===== src/rtl/uart_mem_bridge.sv =====
`default_nettype none
// ============================================================================
//  Module   : uart_mem_bridge
//  Purpose  : Host-driven UART byte protocol that performs 32-bit word reads
//             and writes on a data-memory port. Frames are opcode, addr_lo,
//             addr_hi, then d0..d3 for writes. Answers ACK after a write, four
//             data bytes (LSB first) after a read, NAK for unknown opcodes.
//  Revision : 1.0  initial release
// ============================================================================
module uart_mem_bridge #(
    parameter int         ADDR_W         = 12,
    parameter int         TIMEOUT_CYCLES = 100000,
    parameter logic [7:0] ACK_BYTE       = 8'h06,
    parameter logic [7:0] NAK_BYTE       = 8'h3F
) (
    input  logic              clk,
    input  logic              rst,
    input  logic [7:0]        rx_data,
    input  logic              rx_valid,
    output logic [7:0]        tx_data,
    output logic              tx_start,
    input  logic              tx_busy,
    output logic [ADDR_W-1:0] mem_addr,
    output logic [31:0]       mem_wdata,
    output logic              mem_we,
    output logic              mem_re,
    input  logic [31:0]       mem_rdata,
    output logic              busy,
    output logic              overrun
);

    // FSM encoding
    localparam logic [2:0] c_st_idle       = 3'd0;
    localparam logic [2:0] c_st_get_addr   = 3'd1;
    localparam logic [2:0] c_st_get_data   = 3'd2;
    localparam logic [2:0] c_st_mem_wr     = 3'd3;
    localparam logic [2:0] c_st_mem_rd     = 3'd4;
    localparam logic [2:0] c_st_rd_capture = 3'd5;
    localparam logic [2:0] c_st_tx_load    = 3'd6;
    localparam logic [2:0] c_st_tx_wait    = 3'd7;

    localparam logic [7:0] c_op_write = 8'h57;
    localparam logic [7:0] c_op_read  = 8'h52;

    // Inter-byte timeout counter only needs to reach TIMEOUT_CYCLES-1
    localparam int                TMO_W      = (TIMEOUT_CYCLES > 1) ? $clog2(TIMEOUT_CYCLES) : 1;
    localparam logic [TMO_W-1:0]  c_tmo_last = TMO_W'(TIMEOUT_CYCLES - 1);

    logic [2:0]        r_state;
    logic [1:0]        r_byte_cnt;
    logic [TMO_W-1:0]  r_tmo_cnt;
    logic              r_is_write;
    logic [7:0]        r_addr_lo;
    logic [ADDR_W-1:0] r_addr_pend;   // write address held until the data is complete
    logic [23:0]       r_wbuf;        // d0..d2 of a write frame
    logic [ADDR_W-1:0] r_mem_addr;
    logic [31:0]       r_mem_wdata;
    logic [23:0]       r_rd_rest;     // read bytes still to be transmitted, LSB first
    logic [1:0]        r_tx_left;
    logic [7:0]        r_tx_data;
    logic              r_tx_skip;
    logic              r_overrun;

    logic              w_timeout;
    logic              w_no_rx_state;

    assign w_timeout     = (r_tmo_cnt == c_tmo_last);
    // States in which an incoming byte cannot be taken and is reported as overrun
    assign w_no_rx_state = (r_state == c_st_mem_wr)     || (r_state == c_st_mem_rd)  ||
                           (r_state == c_st_rd_capture) || (r_state == c_st_tx_load) ||
                           (r_state == c_st_tx_wait);

    // Overrun flag: one-cycle pulse for every byte dropped while busy responding
    always_ff @(posedge clk or negedge rst) begin
        if (!rst) begin
            r_overrun <= 1'b0;
        end else begin
            r_overrun <= rx_valid && w_no_rx_state;
        end
    end

    // Main protocol FSM: frame parsing, memory access and response sequencing
    always_ff @(posedge clk or negedge rst) begin
        if (!rst) begin
            r_state     <= c_st_idle;
            r_byte_cnt  <= 2'd0;
            r_tmo_cnt   <= '0;
            r_is_write  <= 1'b0;
            r_addr_lo   <= 8'h00;
            r_addr_pend <= '0;
            r_wbuf      <= 24'h0;
            r_mem_addr  <= '0;
            r_mem_wdata <= 32'h0;
            r_rd_rest   <= 24'h0;
            r_tx_left   <= 2'd0;
            r_tx_data   <= 8'h00;
            r_tx_skip   <= 1'b0;
        end else begin
            case (r_state)
                c_st_idle: begin
                    r_tmo_cnt  <= '0;
                    r_byte_cnt <= 2'd0;
                    if (rx_valid) begin
                        if (rx_data == c_op_write) begin
                            r_is_write <= 1'b1;
                            r_state    <= c_st_get_addr;
                        end else if (rx_data == c_op_read) begin
                            r_is_write <= 1'b0;
                            r_state    <= c_st_get_addr;
                        end else begin
                            r_tx_data <= NAK_BYTE;
                            r_tx_left <= 2'd0;
                            r_state   <= c_st_tx_load;
                        end
                    end
                end

                c_st_get_addr: begin
                    if (rx_valid) begin
                        r_tmo_cnt <= '0;
                        if (r_byte_cnt == 2'd0) begin
                            r_addr_lo  <= rx_data;
                            r_byte_cnt <= 2'd1;
                        end else begin
                            r_byte_cnt <= 2'd0;
                            // Upper address bits beyond ADDR_W are dropped silently
                            if (r_is_write) begin
                                r_addr_pend <= ADDR_W'({rx_data, r_addr_lo});
                                r_state     <= c_st_get_data;
                            end else begin
                                r_mem_addr  <= ADDR_W'({rx_data, r_addr_lo});
                                r_state     <= c_st_mem_rd;
                            end
                        end
                    end else if (w_timeout) begin
                        r_tmo_cnt <= '0;
                        r_state   <= c_st_idle;
                    end else begin
                        r_tmo_cnt <= r_tmo_cnt + TMO_W'(1);
                    end
                end

                c_st_get_data: begin
                    if (rx_valid) begin
                        r_tmo_cnt <= '0;
                        case (r_byte_cnt)
                            2'd0:    r_wbuf[7:0]   <= rx_data;
                            2'd1:    r_wbuf[15:8]  <= rx_data;
                            2'd2:    r_wbuf[23:16] <= rx_data;
                            default: begin
                                // Memory outputs only change once the whole frame is in
                                r_mem_wdata <= {rx_data, r_wbuf};
                                r_mem_addr  <= r_addr_pend;
                                r_state     <= c_st_mem_wr;
                            end
                        endcase
                        r_byte_cnt <= r_byte_cnt + 2'd1;
                    end else if (w_timeout) begin
                        r_tmo_cnt <= '0;
                        r_state   <= c_st_idle;
                    end else begin
                        r_tmo_cnt <= r_tmo_cnt + TMO_W'(1);
                    end
                end

                c_st_mem_wr: begin
                    r_tx_data <= ACK_BYTE;
                    r_tx_left <= 2'd0;
                    r_state   <= c_st_tx_load;
                end

                c_st_mem_rd: begin
                    r_state <= c_st_rd_capture;
                end

                c_st_rd_capture: begin
                    r_tx_data <= mem_rdata[7:0];
                    r_rd_rest <= mem_rdata[31:8];
                    r_tx_left <= 2'd3;
                    r_state   <= c_st_tx_load;
                end

                c_st_tx_load: begin
                    // tx_start is issued combinationally in this state when the UART is free
                    if (!tx_busy) begin
                        r_tx_skip <= 1'b1;
                        r_state   <= c_st_tx_wait;
                    end
                end

                c_st_tx_wait: begin
                    // First cycle skipped: tx_busy only rises the cycle after tx_start
                    if (r_tx_skip) begin
                        r_tx_skip <= 1'b0;
                    end else if (!tx_busy) begin
                        if (r_tx_left != 2'd0) begin
                            r_tx_data <= r_rd_rest[7:0];
                            r_rd_rest <= {8'h00, r_rd_rest[23:8]};
                            r_tx_left <= r_tx_left - 2'd1;
                            r_state   <= c_st_tx_load;
                        end else begin
                            r_state   <= c_st_idle;
                        end
                    end
                end

                default: r_state <= c_st_idle;
            endcase
        end
    end

    assign tx_data   = r_tx_data;
    assign tx_start  = (r_state == c_st_tx_load) && !tx_busy;
    assign mem_addr  = r_mem_addr;
    assign mem_wdata = r_mem_wdata;
    assign mem_we    = (r_state == c_st_mem_wr);
    assign mem_re    = (r_state == c_st_mem_rd);
    assign busy      = (r_state != c_st_idle);
    assign overrun   = r_overrun;

endmodule
`default_nettype wire

===== config.mk =====
export PLATFORM = sky130hd
export DESIGN_NAME = uart_mem_bridge
export DESIGN_NICKNAME = d
export VERILOG_FILES = /design/src/rtl/uart_mem_bridge.sv
export SDC_FILE = /design/constraint.sdc
export NUM_CORES = 1
export LEC_CHECK = 0
export CAP_MARGIN = 20
export CORE_MARGIN = 2
export CORE_UTILIZATION = 45
export CTS_CLUSTER_DIAMETER = 60
export DETAILED_ROUTE_END_ITERATION = 10
export PLACE_DENSITY = 0.68
export SKIP_LAST_GASP = 1
export SLEW_MARGIN = 20
export SYNTH_ARGS = -nofsm -noshare
export SYNTH_HDL_FRONTEND = slang
export SYNTH_SLANG_ARGS = --single-unit

===== constraint.sdc =====
create_clock -name clk -period 3.4 [get_ports clk]
set_input_delay 0.85 -clock clk [delete_from_list [all_inputs] [get_ports clk]]
set_output_delay 0.85 -clock clk [all_outputs]
set_load 0.01 [all_outputs]

==> metrics.log <==
[metrics] outcome: finished clean
[metrics] period utilisation layout: 0.918
[metrics] Cell Area, Placed: between 8000 and 9000 µm²
[metrics] Post-route DRC: 0
[metrics] initial cell density of the core: 0.464
[metrics] Hold Path Class: in -> async
[metrics] type of element launching the critical path: input port
[metrics] yosys synthesis warning count: 0
[metrics] commonest cells after routing, fill and taps aside: sky130_fd_sc_hd__dfrtp_1, sky130_fd_sc_hd__clkdlybuf4s50_1, sky130_fd_sc_hd__mux2_2, sky130_fd_sc_hd__nand2_1, sky130_fd_sc_hd__o21ai_0
[metrics] share of synthesized registers carrying an async set or reset: 1.00
[metrics] layout overhead on the synthesized area: 26.9%
[metrics] number of flops mapped to enable cells by yosys: 0
[metrics] Die X-Extent: between 100 and 150 µm
[metrics] antenna violations before repair: 0
[metrics] vias in the first global route: 4838
[metrics] number of hold buffers added after CTS: 0
[metrics] Max Cap Violations: 0
[metrics] post-layout min period: 3.12 ns
[metrics] floorplan row count: 44
[metrics] max-slew violations: 0
[metrics] Ant. Diodes: 0
[metrics] number of cells produced by synthesis: 565
[metrics] global router's overall resource usage: 0.194
[metrics] total wire length: 14900 µm
[metrics] type of the worst setup path: in -> out
[metrics] post-synthesis sequential element count: ~150
[metrics] CTS tree: done
[metrics] first-pass GRT wire length: 24900 µm
[metrics] reg-to-reg startpoint: r_state[2]
[metrics] number of unique standard cell types used by synthesis: 60
[metrics] Slew headroom: 0.274
[metrics] number of setup violations in the final report: 0
[metrics] detail-routed net length per standard cell: 17.1 µm
[metrics] remaining antenna violation count: 0
[metrics] leakage dissipation: 3.90 nW
[metrics] power per standard cell area: about 790 nW/µm²
[metrics] share of the yosys chip area belonging to registers: 0.541
[metrics] y dimension of the die: 127 µm
[metrics] Avg Cell Area, Syn: 12.0 µm²
[metrics] worst path cell trace: clkdlybuf4s50_1, nor3b_1, clkdlybuf4s50_1
[metrics] Crit path arrival time: between 2 and 2.5 ns
[metrics] clock latency reported for the late side of the worst-skew pair: 0.43 ns
[metrics] Cell Area, Synth: 6790 µm²
[metrics] CTS max path bufs: 2
[metrics] post-route setup TNS: 0 ns
[metrics] core region area: ~15000 µm²
[metrics] number of clock sinks: 147
[metrics] Least-Margin Pin Slew: 1.09 ns
[metrics] Critical Path Max Stage Delay: ~0.60 ns
[metrics] skew final: 0.0111 ns
[metrics] weighted congestion reported at the end of routability-driven placement: approximately 0.80
[metrics] number of levels the H-tree was split into: 4
[metrics] pin count of the biggest net entering global routing: 67
[metrics] PortBufs: 100
[metrics] required time of the critical path: about 2.6 ns
[metrics] Achievable Freq: 321 MHz
[metrics] vias per cell: 5.42
[metrics] count of TritonRoute iterations in the first routing pass: 5
[metrics] commonest non-fill, non-tap cell in the layout: sky130_fd_sc_hd__dfrtp_1
[metrics] Die Area: between 15000 and 20000 µm²
[metrics] most used flip-flop cell after synthesis: sky130_fd_sc_hd__dfrtp_1
[metrics] number of nets at the end of the flow: just over 700
[metrics] detailed-placement wirelength estimate: roughly 10000 µm
[metrics] number of placed I/O pins: 101
[metrics] maximum vdd ir drop: 0.000379 V
[metrics] DRT iter0 DRCs: 318
[metrics] Resize count post-CTS: 0
[metrics] worst setup path startpoint: tx_busy
[metrics] final global-route overflow total: 0
[metrics] unrepaired setup endpoints after global routing: no
[metrics] count of endpoints failing hold in the final timing report: 0
[metrics] routed vias: about 4700
[metrics] highest-delay cell along the critical path: sky130_fd_sc_hd__clkdlybuf4s50_1
[metrics] CP Capture Type: output pin
[metrics] dominant cell type by count on the critical path: sky130_fd_sc_hd__clkdlybuf4s50_1
[metrics] total clock buffers created by CTS: 17
[metrics] clock transition at the registers of the reported paths: 0.06 ns
[metrics] CTS root buffer: sky130_fd_sc_hd__clkbuf_16
[metrics] post-CTS setup repair buffer count: 0
[metrics] final instance area: 8620 µm²
[metrics] highest net fanout along the worst path: 3
[metrics] fraction of final layout cells with drive strength greater than 1: 0.203
[metrics] Net Count, Synth: 615
layer usage:
layer | part of all wire | track usage | wire length, µm
met1 | 0.46 | 0.264 | 6880
met2 | 0.48 | 0.310 | 7100
met3 | 0.040 | 0.0430 | 591
met4 | 0.019 | 0.0692 | 283
met5 | 0 | 0 | 0
report_power, final:
part / internal [W] / switching, W
Combinational: 0.00115 / 0.00102
Clock: 0.00122 / 0.000735
Sequential: 0.00233 / 0.000382
Total: 0.00470 / 0.00213
state kept, by name, indices dropped and copies added, names as in the netlist, 3 cells and up:
signal / count
tx_data: 8
r_rd_rest: 24
mem_addr: 12
r_addr_lo: 8
r_state: 3
mem_wdata: 32
r_wbuf: 24
r_tmo_cnt: 17
r_addr_pend: 12
per-stage QoR:
step	std cells	hold WS [ns]	setup WS [ns]	power, W	util
global placement	838	0.461	0.224	0.00484	0.546
CTS	870	0.440	0.271	0.00689	0.589
detailed placement	838	0.470	0.193	0.00493	0.546
floorplan	565	0.444	1.23	0.00414	-
finish	870	0.421	0.280	0.00683	0.589
global route	870	0.472	0.234	0.00724	0.589
worst max-delay path: cells and delay by family:
family,cells,cell delay [ns]
buf+inv,2,1.07
simple gates,1,0.35
synth_stat cells (all sizes together) (2+ instances only):
| cell type | n | area (µm²) |
|---|---|---|
| clkbuf | 10 | 37.5 |
| o2111ai | 5 | 43.8 |
| nand3 | 16 | 85.1 |
| nand4 | 6 | 37.5 |
| or4 | 7 | 63.8 |
| o311ai | 4 | 35.0 |
| nor4b | 3 | 26.3 |
| a22o | 8 | 70.1 |
| a21o | 2 | 15.0 |
| nor2 | 16 | 67.6 |
| nor4bb | 2 | 20.0 |
| nand2b | 4 | 32.5 |
| and3b | 2 | 17.5 |
| mux2i | 35 | 350 |
| nand2 | 62 | 233 |
| o211ai | 2 | 15.0 |
| or3 | 5 | 31.3 |
| xnor2 | 3 | 33.8 |
| or2 | 2 | 12.5 |
| o31ai | 3 | 22.5 |
| nor2b | 4 | 25.0 |
| nor3b | 4 | 30.0 |
| a211oi | 3 | 22.5 |
| a21oi | 7 | 38.8 |
| a2bb2oi | 2 | 17.5 |
| inv | 11 | 41.3 |
| nor4 | 3 | 18.8 |
| nor3 | 5 | 25.0 |
| dfrtp | 147 | 3680 |
| ha | 6 | 75.1 |
| mux2 | 86 | 1010 |
| o31a | 2 | 17.5 |
| a21boi | 4 | 30.0 |
| and4 | 2 | 17.5 |
| buf | 23 | 154 |
| o21ai | 47 | 243 |
| nand3b | 2 | 15.0 |
area by class of cell:
cell class / count / area [µm²]
fill: 1181 / 6020
clock inverter: 11 / 149
clock buffer: 21 / 470
multi-input combinational: 374 / 2880
inverter: 11 / 41.3
sequential: 147 / 3680
timing repair buffer: 122 / 1170
tap: 184 / 230
final timing paths:
| path | to | slack (ns) | cells past startpoint |
|---|---|---|---|
| min reg2reg | r_rd_rest[6] | 0.48 | 2 |
| max in group asynchronous | r_wbuf[21] | 2.13 | 2 |
| min in group clk | r_rd_rest[6] | 0.48 | 2 |
| max | tx_start | 0.28 | 3 |
| max reg2reg | tx_data[5] | 1.03 | 5 |
| min | mem_addr[9] | 0.42 | 1 |
cell families (layout without fill, tap and decap cells):
kind of cell,count (synthesis),after routing,share of synthesized area
flip-flops,147,147,0.541
adder cells (fa/ha/maj),6,6,0.0110
buffers and inverters,44,165,0.0343
multiplexers,121,121,0.200
AO/OA/AOI/OAI,94,94,0.0910
XOR/XNOR,3,3,0.00497
AND/OR/NAND/NOR,150,150,0.118
No activity file was read; power rests on OpenSTA's default activity.
